<file path="config.mk">
export PLATFORM = sky130hd
export DESIGN_NAME = spidergon_noc
export DESIGN_NICKNAME = d
export VERILOG_FILES = /design/src/rtl/spidergon_pkg.sv /design/src/rtl/spidergon_noc_if.sv /design/src/rtl/spidergon_node.sv /design/src/rtl/spidergon_noc.sv
export SDC_FILE = /design/constraint.sdc
export NUM_CORES = 2
export LEC_CHECK = 0
export CAP_MARGIN = 0
export CORE_AREA = 2 2 363 365
export CTS_CLUSTER_DIAMETER = 80
export DETAILED_ROUTE_END_ITERATION = 6
export DIE_AREA = 0 0 365 367
export GPL_ROUTABILITY_DRIVEN = 0
export HOLD_SLACK_MARGIN = 0.06
export RECOVER_POWER = 50
export SYNTH_ARGS = -nofsm -noshare
export SYNTH_HDL_FRONTEND = slang
export SYNTH_SLANG_ARGS = --single-unit
export TNS_END_PERCENT = 50
</file>
<file path="constraint.sdc">
create_clock -name clk -period 18 [get_ports clk]
set_clock_uncertainty 0.15 [all_clocks]
set_input_delay 4.5 -clock clk [delete_from_list [all_inputs] [get_ports clk]]
set_output_delay 4.5 -clock clk [all_outputs]
set_load 0.01 [all_outputs]
</file>
<file path="src/rtl/spidergon_pkg.sv">
// Shared types and routing helpers for the Spidergon NoC.
// Flit field widths are fixed here and cover up to 8 nodes with 16-bit flits.
package spidergon_pkg;

  localparam int unsigned FLIT_W = 16;
  localparam int unsigned ID_W   = 3;
  localparam int unsigned PAY_W  = FLIT_W - 2 * ID_W;
  localparam int unsigned NPORTS = 4;
  localparam int unsigned VC0    = 0;
  localparam int unsigned VC1    = 1;

  // Input and output ports share one encoding; P_LOCAL is EJECT on the output side.
  typedef enum logic [1:0] {
    P_LOCAL  = 2'd0,
    P_CW     = 2'd1,
    P_CCW    = 2'd2,
    P_ACROSS = 2'd3
  } port_e;

  typedef struct packed {
    logic [ID_W-1:0]  dst;
    logic [ID_W-1:0]  src;
    logic [PAY_W-1:0] payload;
  } flit_t;

  function automatic port_e route(input int unsigned node, input int unsigned dst,
                                  input int unsigned n);
    int unsigned rel;
    rel = (dst + n - node) % n;
    if (rel == 0)              return P_LOCAL;
    else if (rel <= n / 4)     return P_CW;
    else if (rel >= (3*n) / 4) return P_CCW;
    else                       return P_ACROSS;
  endfunction

  // Dateline sits between node N-1 and node 0 in both ring directions.
  function automatic int unsigned next_vc(input int unsigned node, input port_e port,
                                          input int unsigned vc, input int unsigned n);
    if (port == P_ACROSS)                return VC0;
    if (port == P_CW  && node == n - 1)  return VC1;
    if (port == P_CCW && node == 0)      return VC1;
    return vc;
  endfunction

endpackage

</file>
<file path="src/rtl/spidergon_noc_if.sv">
// Point-to-point router link: one flit per cycle plus per-VC credit-free ready.
interface spidergon_noc_if #(
  parameter int unsigned VCS = 2
);
  import spidergon_pkg::*;

  localparam int unsigned VC_W = $clog2(VCS);

  logic            valid;
  logic [VC_W-1:0] vc;
  flit_t           flit;
  logic [VCS-1:0]  ready;

  modport master (output valid, vc, flit, input ready);
  modport slave  (input valid, vc, flit, output ready);
endinterface

</file>
<file path="src/rtl/spidergon_node.sv">
// One Spidergon router: per-port VC FIFOs, round-robin output arbiters,
// LFSR traffic generator on LOCAL and a checking sink on EJECT.
module spidergon_node
  import spidergon_pkg::*;
#(
  parameter int unsigned ID    = 0,
  parameter int unsigned NODES = 8,
  parameter int unsigned VCS   = 2,
  parameter int unsigned DEPTH = 1
) (
  input  logic                   clk,
  input  logic                   reset,
  spidergon_noc_if.master        cw_out,
  spidergon_noc_if.master        ccw_out,
  spidergon_noc_if.master        across_out,
  spidergon_noc_if.slave         cw_in,
  spidergon_noc_if.slave         ccw_in,
  spidergon_noc_if.slave         across_in,
  output logic                   inject_c,
  output logic                   eject_c,
  output logic                   misroute_c,
  output logic [NPORTS*VCS-1:0]  nonempty_c,
  output logic [NPORTS*VCS-1:0]  pop_c
);

  localparam int unsigned NREQ     = NPORTS * VCS;
  localparam int unsigned VC_W     = $clog2(VCS);
  localparam int unsigned RR_W     = $clog2(NREQ);
  localparam int unsigned PTR_W    = (DEPTH > 1) ? $clog2(DEPTH) : 1;
  localparam int unsigned CNT_W    = $clog2(DEPTH + 1);
  localparam int unsigned B_CW     = VCS * 1;
  localparam int unsigned B_CCW    = VCS * 2;
  localparam int unsigned B_ACROSS = VCS * 3;

  // FIFO k holds input port k/VCS, virtual channel k%VCS.
  flit_t            mem    [NREQ][DEPTH];
  logic [PTR_W-1:0] rd_ptr [NREQ];
  logic [PTR_W-1:0] wr_ptr [NREQ];
  logic [CNT_W-1:0] cnt    [NREQ];
  logic [RR_W-1:0]  rr     [NPORTS];
  logic [7:0]       lfsr;
  logic [PAY_W-1:0] seq;

  logic [NREQ-1:0]   full, hv, push, pop;
  flit_t             hflit [NREQ];
  port_e             hport [NREQ];
  logic [VC_W-1:0]   hvc   [NREQ];
  logic [NREQ-1:0]   req   [NPORTS];
  logic [NPORTS-1:0] gnt;
  logic [RR_W-1:0]   win   [NPORTS];
  logic [VCS-1:0]    dn_rdy [NPORTS];
  logic [NPORTS-1:0] in_valid;
  logic [VC_W-1:0]   in_vc   [NPORTS];
  flit_t             in_flit [NPORTS];
  flit_t             gen_flit;

  function automatic logic [PTR_W-1:0] ptr_inc(input logic [PTR_W-1:0] p);
    return (p == PTR_W'(DEPTH - 1)) ? '0 : p + PTR_W'(1);
  endfunction

  assign dn_rdy[P_LOCAL]  = '1;
  assign dn_rdy[P_CW]     = cw_out.ready;
  assign dn_rdy[P_CCW]    = ccw_out.ready;
  assign dn_rdy[P_ACROSS] = across_out.ready;

  assign in_valid[P_LOCAL]  = inject_c;
  assign in_vc[P_LOCAL]     = VC_W'(VC0);
  assign in_flit[P_LOCAL]   = gen_flit;
  assign in_valid[P_CW]     = cw_in.valid;
  assign in_vc[P_CW]        = cw_in.vc;
  assign in_flit[P_CW]      = cw_in.flit;
  assign in_valid[P_CCW]    = ccw_in.valid;
  assign in_vc[P_CCW]       = ccw_in.vc;
  assign in_flit[P_CCW]     = ccw_in.flit;
  assign in_valid[P_ACROSS] = across_in.valid;
  assign in_vc[P_ACROSS]    = across_in.vc;
  assign in_flit[P_ACROSS]  = across_in.flit;

  assign cw_in.ready     = ~full[B_CW +: VCS];
  assign ccw_in.ready    = ~full[B_CCW +: VCS];
  assign across_in.ready = ~full[B_ACROSS +: VCS];

  // Generator: inject into LOCAL VC0 whenever it has room.
  assign inject_c = !reset && !full[VC0];

  always_comb begin
    gen_flit.dst = lfsr[ID_W-1:0];
    if (gen_flit.dst == ID_W'(ID)) gen_flit.dst = ID_W'((ID + 1) % NODES);
    gen_flit.src     = ID_W'(ID);
    gen_flit.payload = seq;
  end

  // Head decode and per-output request vectors.
  always_comb begin
    for (int k = 0; k < NREQ; k++) begin
      full[k]  = (cnt[k] == CNT_W'(DEPTH));
      hv[k]    = (cnt[k] != '0);
      hflit[k] = mem[k][rd_ptr[k]];
      hport[k] = route(ID, 32'(hflit[k].dst), NODES);
      hvc[k]   = VC_W'(next_vc(ID, hport[k], 32'(k) % VCS, NODES));
      push[k]  = in_valid[k / VCS] && (in_vc[k / VCS] == VC_W'(k % VCS)) && !full[k];
    end
    for (int o = 0; o < NPORTS; o++) begin
      req[o] = '0;
      for (int k = 0; k < NREQ; k++)
        req[o][k] = hv[k] && (hport[k] == port_e'(o)) && dn_rdy[o][hvc[k]];
    end
  end

  // Round-robin arbiters: first requester at or after the pointer wins.
  always_comb begin
    gnt = '0;
    pop = '0;
    for (int o = 0; o < NPORTS; o++) begin
      win[o] = '0;
      for (int i = 0; i < NREQ; i++) begin
        if (!gnt[o] && req[o][(32'(rr[o]) + 32'(i)) % NREQ]) begin
          gnt[o] = 1'b1;
          win[o] = RR_W'((32'(rr[o]) + 32'(i)) % NREQ);
        end
      end
      if (gnt[o]) pop[win[o]] = 1'b1;
    end
  end

  assign cw_out.valid     = gnt[P_CW];
  assign cw_out.vc        = hvc[win[P_CW]];
  assign cw_out.flit      = hflit[win[P_CW]];
  assign ccw_out.valid    = gnt[P_CCW];
  assign ccw_out.vc       = hvc[win[P_CCW]];
  assign ccw_out.flit     = hflit[win[P_CCW]];
  assign across_out.valid = gnt[P_ACROSS];
  assign across_out.vc    = hvc[win[P_ACROSS]];
  assign across_out.flit  = hflit[win[P_ACROSS]];

  assign eject_c    = gnt[P_LOCAL];
  assign misroute_c = gnt[P_LOCAL] && (hflit[win[P_LOCAL]].dst != ID_W'(ID));
  assign nonempty_c = hv;
  assign pop_c      = pop;

  always_ff @(posedge clk) begin
    for (int k = 0; k < NREQ; k++)
      if (push[k]) mem[k][wr_ptr[k]] <= in_flit[k / VCS];
  end

  always_ff @(posedge clk) begin
    if (reset) begin
      for (int k = 0; k < NREQ; k++) begin
        cnt[k]    <= '0;
        rd_ptr[k] <= '0;
        wr_ptr[k] <= '0;
      end
      for (int o = 0; o < NPORTS; o++) rr[o] <= '0;
      lfsr <= 8'(ID + 1);
      seq  <= '0;
    end else begin
      for (int k = 0; k < NREQ; k++) begin
        if (push[k]) wr_ptr[k] <= ptr_inc(wr_ptr[k]);
        if (pop[k])  rd_ptr[k] <= ptr_inc(rd_ptr[k]);
        if (push[k] && !pop[k])      cnt[k] <= cnt[k] + CNT_W'(1);
        else if (!push[k] && pop[k]) cnt[k] <= cnt[k] - CNT_W'(1);
      end
      for (int o = 0; o < NPORTS; o++)
        if (gnt[o]) rr[o] <= RR_W'((32'(win[o]) + 32'd1) % NREQ);
      if (inject_c) begin
        lfsr <= {lfsr[6:0], lfsr[7] ^ lfsr[5] ^ lfsr[4] ^ lfsr[3]};
        seq  <= seq + PAY_W'(1);
      end
    end
  end

endmodule

</file>
<file path="src/rtl/spidergon_noc.sv">
// Spidergon NoC top: N routers on a bidirectional ring plus across links,
// with network-wide injection/ejection counters and a sticky misroute flag.
module spidergon_noc
  import spidergon_pkg::*;
#(
  parameter int unsigned NUM_OF_NODES            = 8,
  parameter int unsigned FLIT_DATA_WIDTH         = 16,
  parameter int unsigned NODE_BUFFER_WIDTH       = 32,
  parameter int unsigned NUM_OF_VIRTUAL_CHANNELS = 2
) (
  input  logic        clk,
  input  logic        reset,
  output logic [31:0] injected_count,
  output logic [31:0] delivered_count,
  output logic        routing_error
);

  localparam int unsigned RAW_DEPTH =
    NODE_BUFFER_WIDTH / (NUM_OF_VIRTUAL_CHANNELS * FLIT_DATA_WIDTH);
  localparam int unsigned DEPTH = (RAW_DEPTH < 1) ? 1 : RAW_DEPTH;
  localparam int unsigned NREQ  = NPORTS * NUM_OF_VIRTUAL_CHANNELS;

  logic [NUM_OF_NODES-1:0]           inj_v, ej_v, bad_v;
  logic [NUM_OF_NODES-1:0][NREQ-1:0] node_busy, node_pop;

  // Link i carries traffic leaving node i in that direction.
  spidergon_noc_if #(.VCS(NUM_OF_VIRTUAL_CHANNELS)) cw_link  [NUM_OF_NODES] ();
  spidergon_noc_if #(.VCS(NUM_OF_VIRTUAL_CHANNELS)) ccw_link [NUM_OF_NODES] ();
  spidergon_noc_if #(.VCS(NUM_OF_VIRTUAL_CHANNELS)) ac_link  [NUM_OF_NODES] ();

  for (genvar i = 0; i < NUM_OF_NODES; i++) begin : g_node
    spidergon_node #(
      .ID    (i),
      .NODES (NUM_OF_NODES),
      .VCS   (NUM_OF_VIRTUAL_CHANNELS),
      .DEPTH (DEPTH)
    ) u_node (
      .clk        (clk),
      .reset      (reset),
      .cw_out     (cw_link[i]),
      .ccw_out    (ccw_link[i]),
      .across_out (ac_link[i]),
      .cw_in      (cw_link[(i + NUM_OF_NODES - 1) % NUM_OF_NODES]),
      .ccw_in     (ccw_link[(i + 1) % NUM_OF_NODES]),
      .across_in  (ac_link[(i + NUM_OF_NODES / 2) % NUM_OF_NODES]),
      .inject_c   (inj_v[i]),
      .eject_c    (ej_v[i]),
      .misroute_c (bad_v[i]),
      .nonempty_c (node_busy[i]),
      .pop_c      (node_pop[i])
    );
  end

  always_ff @(posedge clk) begin
    if (reset) begin
      injected_count  <= '0;
      delivered_count <= '0;
      routing_error   <= 1'b0;
    end else begin
      injected_count  <= injected_count  + 32'($countones(inj_v));
      delivered_count <= delivered_count + 32'($countones(ej_v));
      routing_error   <= routing_error | (|bad_v);
    end
  end

endmodule

</file>
# Yosys cells after proc, flatten, opt, wreduce, memory -nomap -nowiden
# Memories as Yosys holds them, arrays and structs flattened.
# Cells that the tools add are included.
dict set report word_totals {
  ff_bits 209
  ram_bits 1312
  inputBits 2
  output_inout_bits 65
  elab_cells 6984
  n_memories 40
}
dict set report classes {
  addsub 640
  order_cmp 696
  n_eq_ne 206
  n_mux 3402
  n_bitwise 401
  reduce_logical 1580
}
# memory words word_bits rd rd_ports_with_merged_regs wr line_no
set memory_table {}
lappend memory_table {{g_node[0].u_node.mem} 8 16 8 0 4 spidergon_node.sv:36} ;# flit_t mem [NREQ][DEPTH];
lappend memory_table {{g_node[1].u_node.mem} 8 16 8 0 4 spidergon_node.sv:36}
lappend memory_table {{g_node[2].u_node.mem} 8 16 8 0 4 spidergon_node.sv:36}
lappend memory_table {{g_node[3].u_node.mem} 8 16 8 0 4 spidergon_node.sv:36}
lappend memory_table {{g_node[4].u_node.mem} 8 16 8 0 4 spidergon_node.sv:36}
lappend memory_table {{g_node[5].u_node.mem} 8 16 8 0 4 spidergon_node.sv:36}
lappend memory_table {{34 more memories} -- -- -- -- -- --}
# op n
set op_table {}
lappend op_table {{16-bit 2-to-1 mux} 152}
lappend op_table {{1-bit 2-to-1 mux} 2426}
lappend op_table {{32-bit logical NOT} 64}
lappend op_table {{16-bit binary-select mux with 3-bit select} 32}
lappend op_table {{3-bit by 4-bit less-than comparator with 1-bit output (second input constant)} 288}
lappend op_table {{1-bit logical AND} 1032}
lappend op_table {{3-bit 2-to-1 mux} 320}
lappend op_table {{1-bit binary-select mux with 3-bit select} 280}
lappend op_table {{1-bit logical NOT} 393}
lappend op_table {{3-bit by 1-bit adder with 3-bit output (second input constant)} 128}
lappend op_table {{3-bit adder (second input constant)} 128}
lappend op_table {{16-bit OR reduction} 24}
lappend op_table {{1-bit bitwise OR} 273}
lappend op_table {{2-bit == test (second input constant)} 128}
lappend op_table {{2-bit 2-to-1 mux} 128}
lappend op_table {{8-bit 2-to-1 mux} 32}
lappend op_table {{3-bit by 2-bit adder with 3-bit output (second input constant)} 64}
lappend op_table {{3-bit >= comparator (second input constant)} 64}
lappend op_table {{3-bit by 2-bit <= comparator with 1-bit output (second input constant)} 64}
lappend op_table {{8-bit bitwise OR} 24}
lappend op_table {{1-bit adder (second input constant)} 176}
lappend op_table {{2-bit by 1-bit == test with 1-bit output (second input constant)} 64}
lappend op_table {{4-bit >= comparator (second input constant)} 32}
lappend op_table {{2-bit logical NOT} 64}
lappend op_table {{other kinds (27)} 545}

# Depth between registers and ports, before layout
# An unclocked memory read counts as a cell.
dict set report logic_depth {
  word_depth 59
  depth_mapped 33
  mapped_depth_nobuf 30
}

# By module
# Synthesis repeated with hierarchy kept, for this count alone.
dict set report hier_totals {
  hier_cells 11222
  area_unflattened_um2 105643.8
}
# mod n_inst cells_per_inst area_each_um2 seq_area_each_um2
set by_module_without_submodules {}
lappend by_module_without_submodules {{spidergon_node (g_node[7].u_node)} 1 1479 13309.0 4234.1}
lappend by_module_without_submodules {{spidergon_node (g_node[5].u_node)} 1 1427 13297.8 4234.1}
lappend by_module_without_submodules {{spidergon_node (g_node[1].u_node)} 1 1438 13073.8 4234.1}
lappend by_module_without_submodules {{spidergon_node (g_node[2].u_node)} 1 1363 12839.8 4234.1}
lappend by_module_without_submodules {{spidergon_node (g_node[3].u_node)} 1 1291 12639.6 4234.1}
lappend by_module_without_submodules {{spidergon_node (g_node[0].u_node)} 1 1284 12574.6 4234.1}
lappend by_module_without_submodules {{spidergon_node (g_node[6].u_node)} 1 1310 12534.5 4234.1}
lappend by_module_without_submodules {{spidergon_node (g_node[4].u_node)} 1 1258 11951.5 4234.1}
lappend by_module_without_submodules {spidergon_noc 1 372 3423.3 1301.2}

# Worst setup path after synthesis
# No wires, ideal clock.
dict set report synth_timing {
  path_kind {in2reg}
  from {input port reset}
  to {register injected_count[26]}
  setup_ps 70
  t_arrival_ps 9575
  required_ps 17780
  setup_slack_ps 8205
  cell_stages 21
  n_path_buf 4
  path_cell_list {clkbuf_1 > clkbuf_1 > clkbuf_1 > clkbuf_1 > nor2_1 > fa_1 > inv_1 > fa_1 > fa_1 > inv_1 > fa_1 > fa_1 > a21o_1 > a21oi_1 > nand2b_1 > or3_1 > nor2_1 > inv_1 > or3_1 > or3_1 > a21oi_1}
}
dict set report synth_via {
  elab_chain_cells 6
  elab_cells_between_ends 17
  classes_between {8 x add/sub; 9 x reduce/logical}
}
# item line_no
set synth_lines {}
lappend synth_lines {{start, declared} spidergon_noc.sv:12} ;# input logic reset,
lappend synth_lines {{1-bit logical NOT} spidergon_node.sv:84} ;# assign inject_c = !reset && !full[VC0];
lappend synth_lines {{1-bit logical AND} spidergon_node.sv:84}
lappend synth_lines {{via g_node[0].u_node.inject_c} spidergon_node.sv:19} ;# output logic inject_c,
lappend synth_lines {{1-bit by 1-bit adder with 2-bit output (not written as such)} spidergon_noc.sv:60} ;# injected_count <= injected_count + 32'($countones(inj_v));
lappend synth_lines {{2-bit by 2-bit adder with 3-bit output (not written as such)} spidergon_noc.sv:60}
lappend synth_lines {{3-bit by 3-bit adder with 4-bit output (not written as such)} spidergon_noc.sv:60}
lappend synth_lines {{32-bit by 4-bit adder with 32-bit output} spidergon_noc.sv:60}
lappend synth_lines {{end signal, assigned} spidergon_noc.sv:60}
lappend synth_lines {{end, declared} spidergon_noc.sv:13} ;# output logic [31:0] injected_count,
# The timed path passes the listed nets, and every way through them passes these cells.
# A chain may end at the register's enable or synchronous reset.

# Worst setup path after layout
dict set report layout_timing {
  from {input port reset}
  to {register injected_count[26]}
}
dict set report layout_via {
  elab_chain_cells 6
  elab_cells_between_ends 17
  classes_between {8 x add/sub; 9 x reduce/logical}
}
# item line_no
set layout_lines {}
lappend layout_lines {{1-bit logical NOT} spidergon_node.sv:84}
lappend layout_lines {{1-bit logical AND} spidergon_node.sv:84}
lappend layout_lines {{via g_node[4].u_node.inject_c} spidergon_node.sv:19}
lappend layout_lines {{1-bit by 1-bit adder with 2-bit output (not written as such)} spidergon_noc.sv:60}
lappend layout_lines {{2-bit by 2-bit adder with 3-bit output (not written as such)} spidergon_noc.sv:60}
lappend layout_lines {{3-bit by 3-bit adder with 4-bit output (not written as such)} spidergon_noc.sv:60}
lappend layout_lines {{32-bit by 4-bit adder with 32-bit output} spidergon_noc.sv:60}
# The timed path passes the listed nets, and every way through them passes these cells.

==> impl_results.md <==
- Yosys warning total: 0
- Gr ovfl total: 0
- Die H: 367 um
- # setup viols final: 0
- Post_cts resized: 0
- Fraction of layout cells with a size suffix above 1: 8.64%
- Post-synth EDFFs: approximately 330
- Row Count: 133
- Initial Utilization: 42.6%
- Avg Cell Area, Syn: 8.13 um2
- Total GRT Usage: 26.5%
- Max-slew headroom: -259%
- CP arrival: 13.04 ns
- Final TNS setup: 0 ns
- Crit path time final: 12.61 ns
- First-pass GRT wire length: 288000 um
- DR WL/cell: 21.8 um
- CP endpoint kind: flop
- WP data required: 18.43 ns
- Ys flop type: edfxtp_1
- Largest net degree at the start of global routing: a little over 100
- Total core area: 130000 um2
- Hold Fails Final Rpt: 0
- CTS buffer count: 56
- Outcome: finished with violations
- RSZ-0062 raised after global routing: false
- Post-Synthesis Cells: 6842
- Clk pin slew, worst setup/hold paths: roughly 0.06 ns
- Placed wire-length estimate: ~140000 um
- Clock sink total: around 460
- Max Cap Viol: 2
- CTS tree: yes
- DRC: 8
- Crit Path Max Fanout: around 100
- Final worst path period share: between 70 and 80%
- Crit path launch type: input pin
- # IOs: 67
- H-Tree Depth: 2
- Post-CTS Hold Fix Bufs: 0
- Synth async-reset ratio: 0%
- Total detailed-routing wirelength: approximately 190000 um
- Initial DRT Pass Iterations: 7
- Flops & latches, synth: 457
- Sequential share of the synthesized area: approximately 22%
- Post-CTS Setup Repair Bufs: 0
- Failing checks: DRC, capacitance limit, slew limit
- Worst Hold Class: flop to flop
- F_max: around 0.08 GHz
- Critical path class: input pin to flop
- Clock latency on the worst-skew pair: 0.66 ns
- Nets: about 6900
- Initial antenna violation count: 4
- Worst Tran Pin Value: 5.39 ns
- Initial DRC count: between 5000 and 6000
- Synthesized cell area: 55600 um2
- DIE WIDTH: 365 um
- Area growth from synthesis to layout: 6.78%
- CTS max path bufs: 3
- Remaining antenna violation count: 0
- Root Driver: clkbuf_16
- Die area: 134000 um2
- I/O Buffers: 66
- Slew Viols, Final: 116
- Vias in the first global route: 49900
- Vias/cell: around 6.4
- Via count: 54500
- Count of different cell masters after synthesis: 129
cell usage in the layout, fill, tap and decap left out, types with 50 or more instances in the layout:
cell	instances
xor2_1	117
nor3_1	207
clkdlybuf4s50_1	65
o22ai_1	70
o211ai_1	139
mux4_2	136
nand2b_1	157
buf_4	50
mux2i_1	422
and2_1	69
clkbuf_16	61
nor4_1	77
o21ai_0	309
a21o_1	60
xnor2_1	128
nand3b_1	61
dfxtp_1	129
and3_1	85
nor3b_1	53
or3_1	51
a21oi_1	391
mux2_2	138
inv_1	330
nand2_1	607
edfxtp_1	328
nand4_1	68
nor2b_1	106
ha_1	220
nand3_1	193
nor2_1	660
a31oi_1	57
a211oi_1	110
path summary, 6_finish.rpt:
check                                                from                           to  slack, ns  cells after the start
worst max-delay path                                reset           injected_count[26]       5.39                     17
worst min-delay path             g_node[4].u_node.lfsr[1]  g_node[4].u_node.mem[0][14]       0.32                      0
worst max register to register  g_node[2].u_node.rr[0][1]          delivered_count[31]       9.39                     26
worst min register to register   g_node[4].u_node.lfsr[1]  g_node[4].u_node.mem[0][14]       0.32                      0
final cells by class:
type                    instances  area (um2)
multi-input cells            5654       40200
inverters                     379        1430
clock inverters                33         395
diodes                          3        7.51
fillers                     13000       71100
repair buffers                130        1100
well taps                    1755        2200
flip-flops and latches        457       12400
clock buffers                  72        1610
synthesized netlist by cell type (139+ instances only):
cell type	instances	area (um2)
nor3_1	208	1040
clkbuf_1	304	1140
edfxtp_1	328	9850
nand2_1	607	2280
mux2i_1	422	4220
o21ai_0	306	1530
nor2_1	660	2480
inv_1	329	1230
nand2b_1	157	982
o211ai_1	139	1040
a21oi_1	390	1950
ha_1	220	2750
mux2_2	147	1660
nand3_1	193	966
flip-flops by register name, summed over array words and instances (netlist names):
signal and count:
injected_count 32, routing_error 1, g_node.u_node.mem 168, g_node.u_node.cnt 64, g_node.u_node.lfsr 64, g_node.u_node.rr 96, delivered_count 32
kinds of logic (layout without fill, tap and decap cells):
group	after synthesis	count (layout)	share of synthesized area (%)
xor gates and xnor gates	251	251	4.10
adders and majority gates	230	230	5.31
muxes	709	709	16.2
and+or+nand+nor	2615	2615	23.9
buffers and inverters	770	614	5.51
AOI/OAI and AO/OA	1809	1809	22.6
other	1	43	0.00674
DFF	457	457	22.4
through the flow:
step,hold WS [ns],std cells,cell area [um2],util (%),setup WS (ns)
2_1_floorplan,0.295,6881,55800,-,8.20
3_3_place_gp,0.294,8375,57500,44.1,7.85
3_5_place_dp,0.310,8375,57500,44.1,7.84
4_1_cts,0.316,8480,59500,45.6,8.54
5_1_grt,0.346,8481,59400,45.5,4.83
6_report,0.323,8483,59400,45.5,5.39
routing by layer:
metal	vias to the layer above	global-route usage, %	routed length, um
met5	-	0	0
met3	409	3.22	14300
li1	25400	-	-
met1	26200	37.1	81100
met4	0	8.70	6700
met2	2454	42.0	83000
worst max-delay path, cell delays in order:
cell and delay, ns:
clkbuf_1 3.69, nor2_1 0.67, inv_1 0.55, fa_1 0.48, fa_1 0.44, inv_1 0.08
fa_1 0.21, fa_1 0.22, a21o_1 0.12, a21oi_1 0.11, nand2b_1 0.18, or3_1 0.42
nor2_1 0.25, inv_1 0.08, or3_1 0.46, or3_1 0.37, a21oi_1 0.13
Power is left out: the tool's default activity adds up to more than one toggle a clock period on the data nets, which glitch-free logic cannot reach.
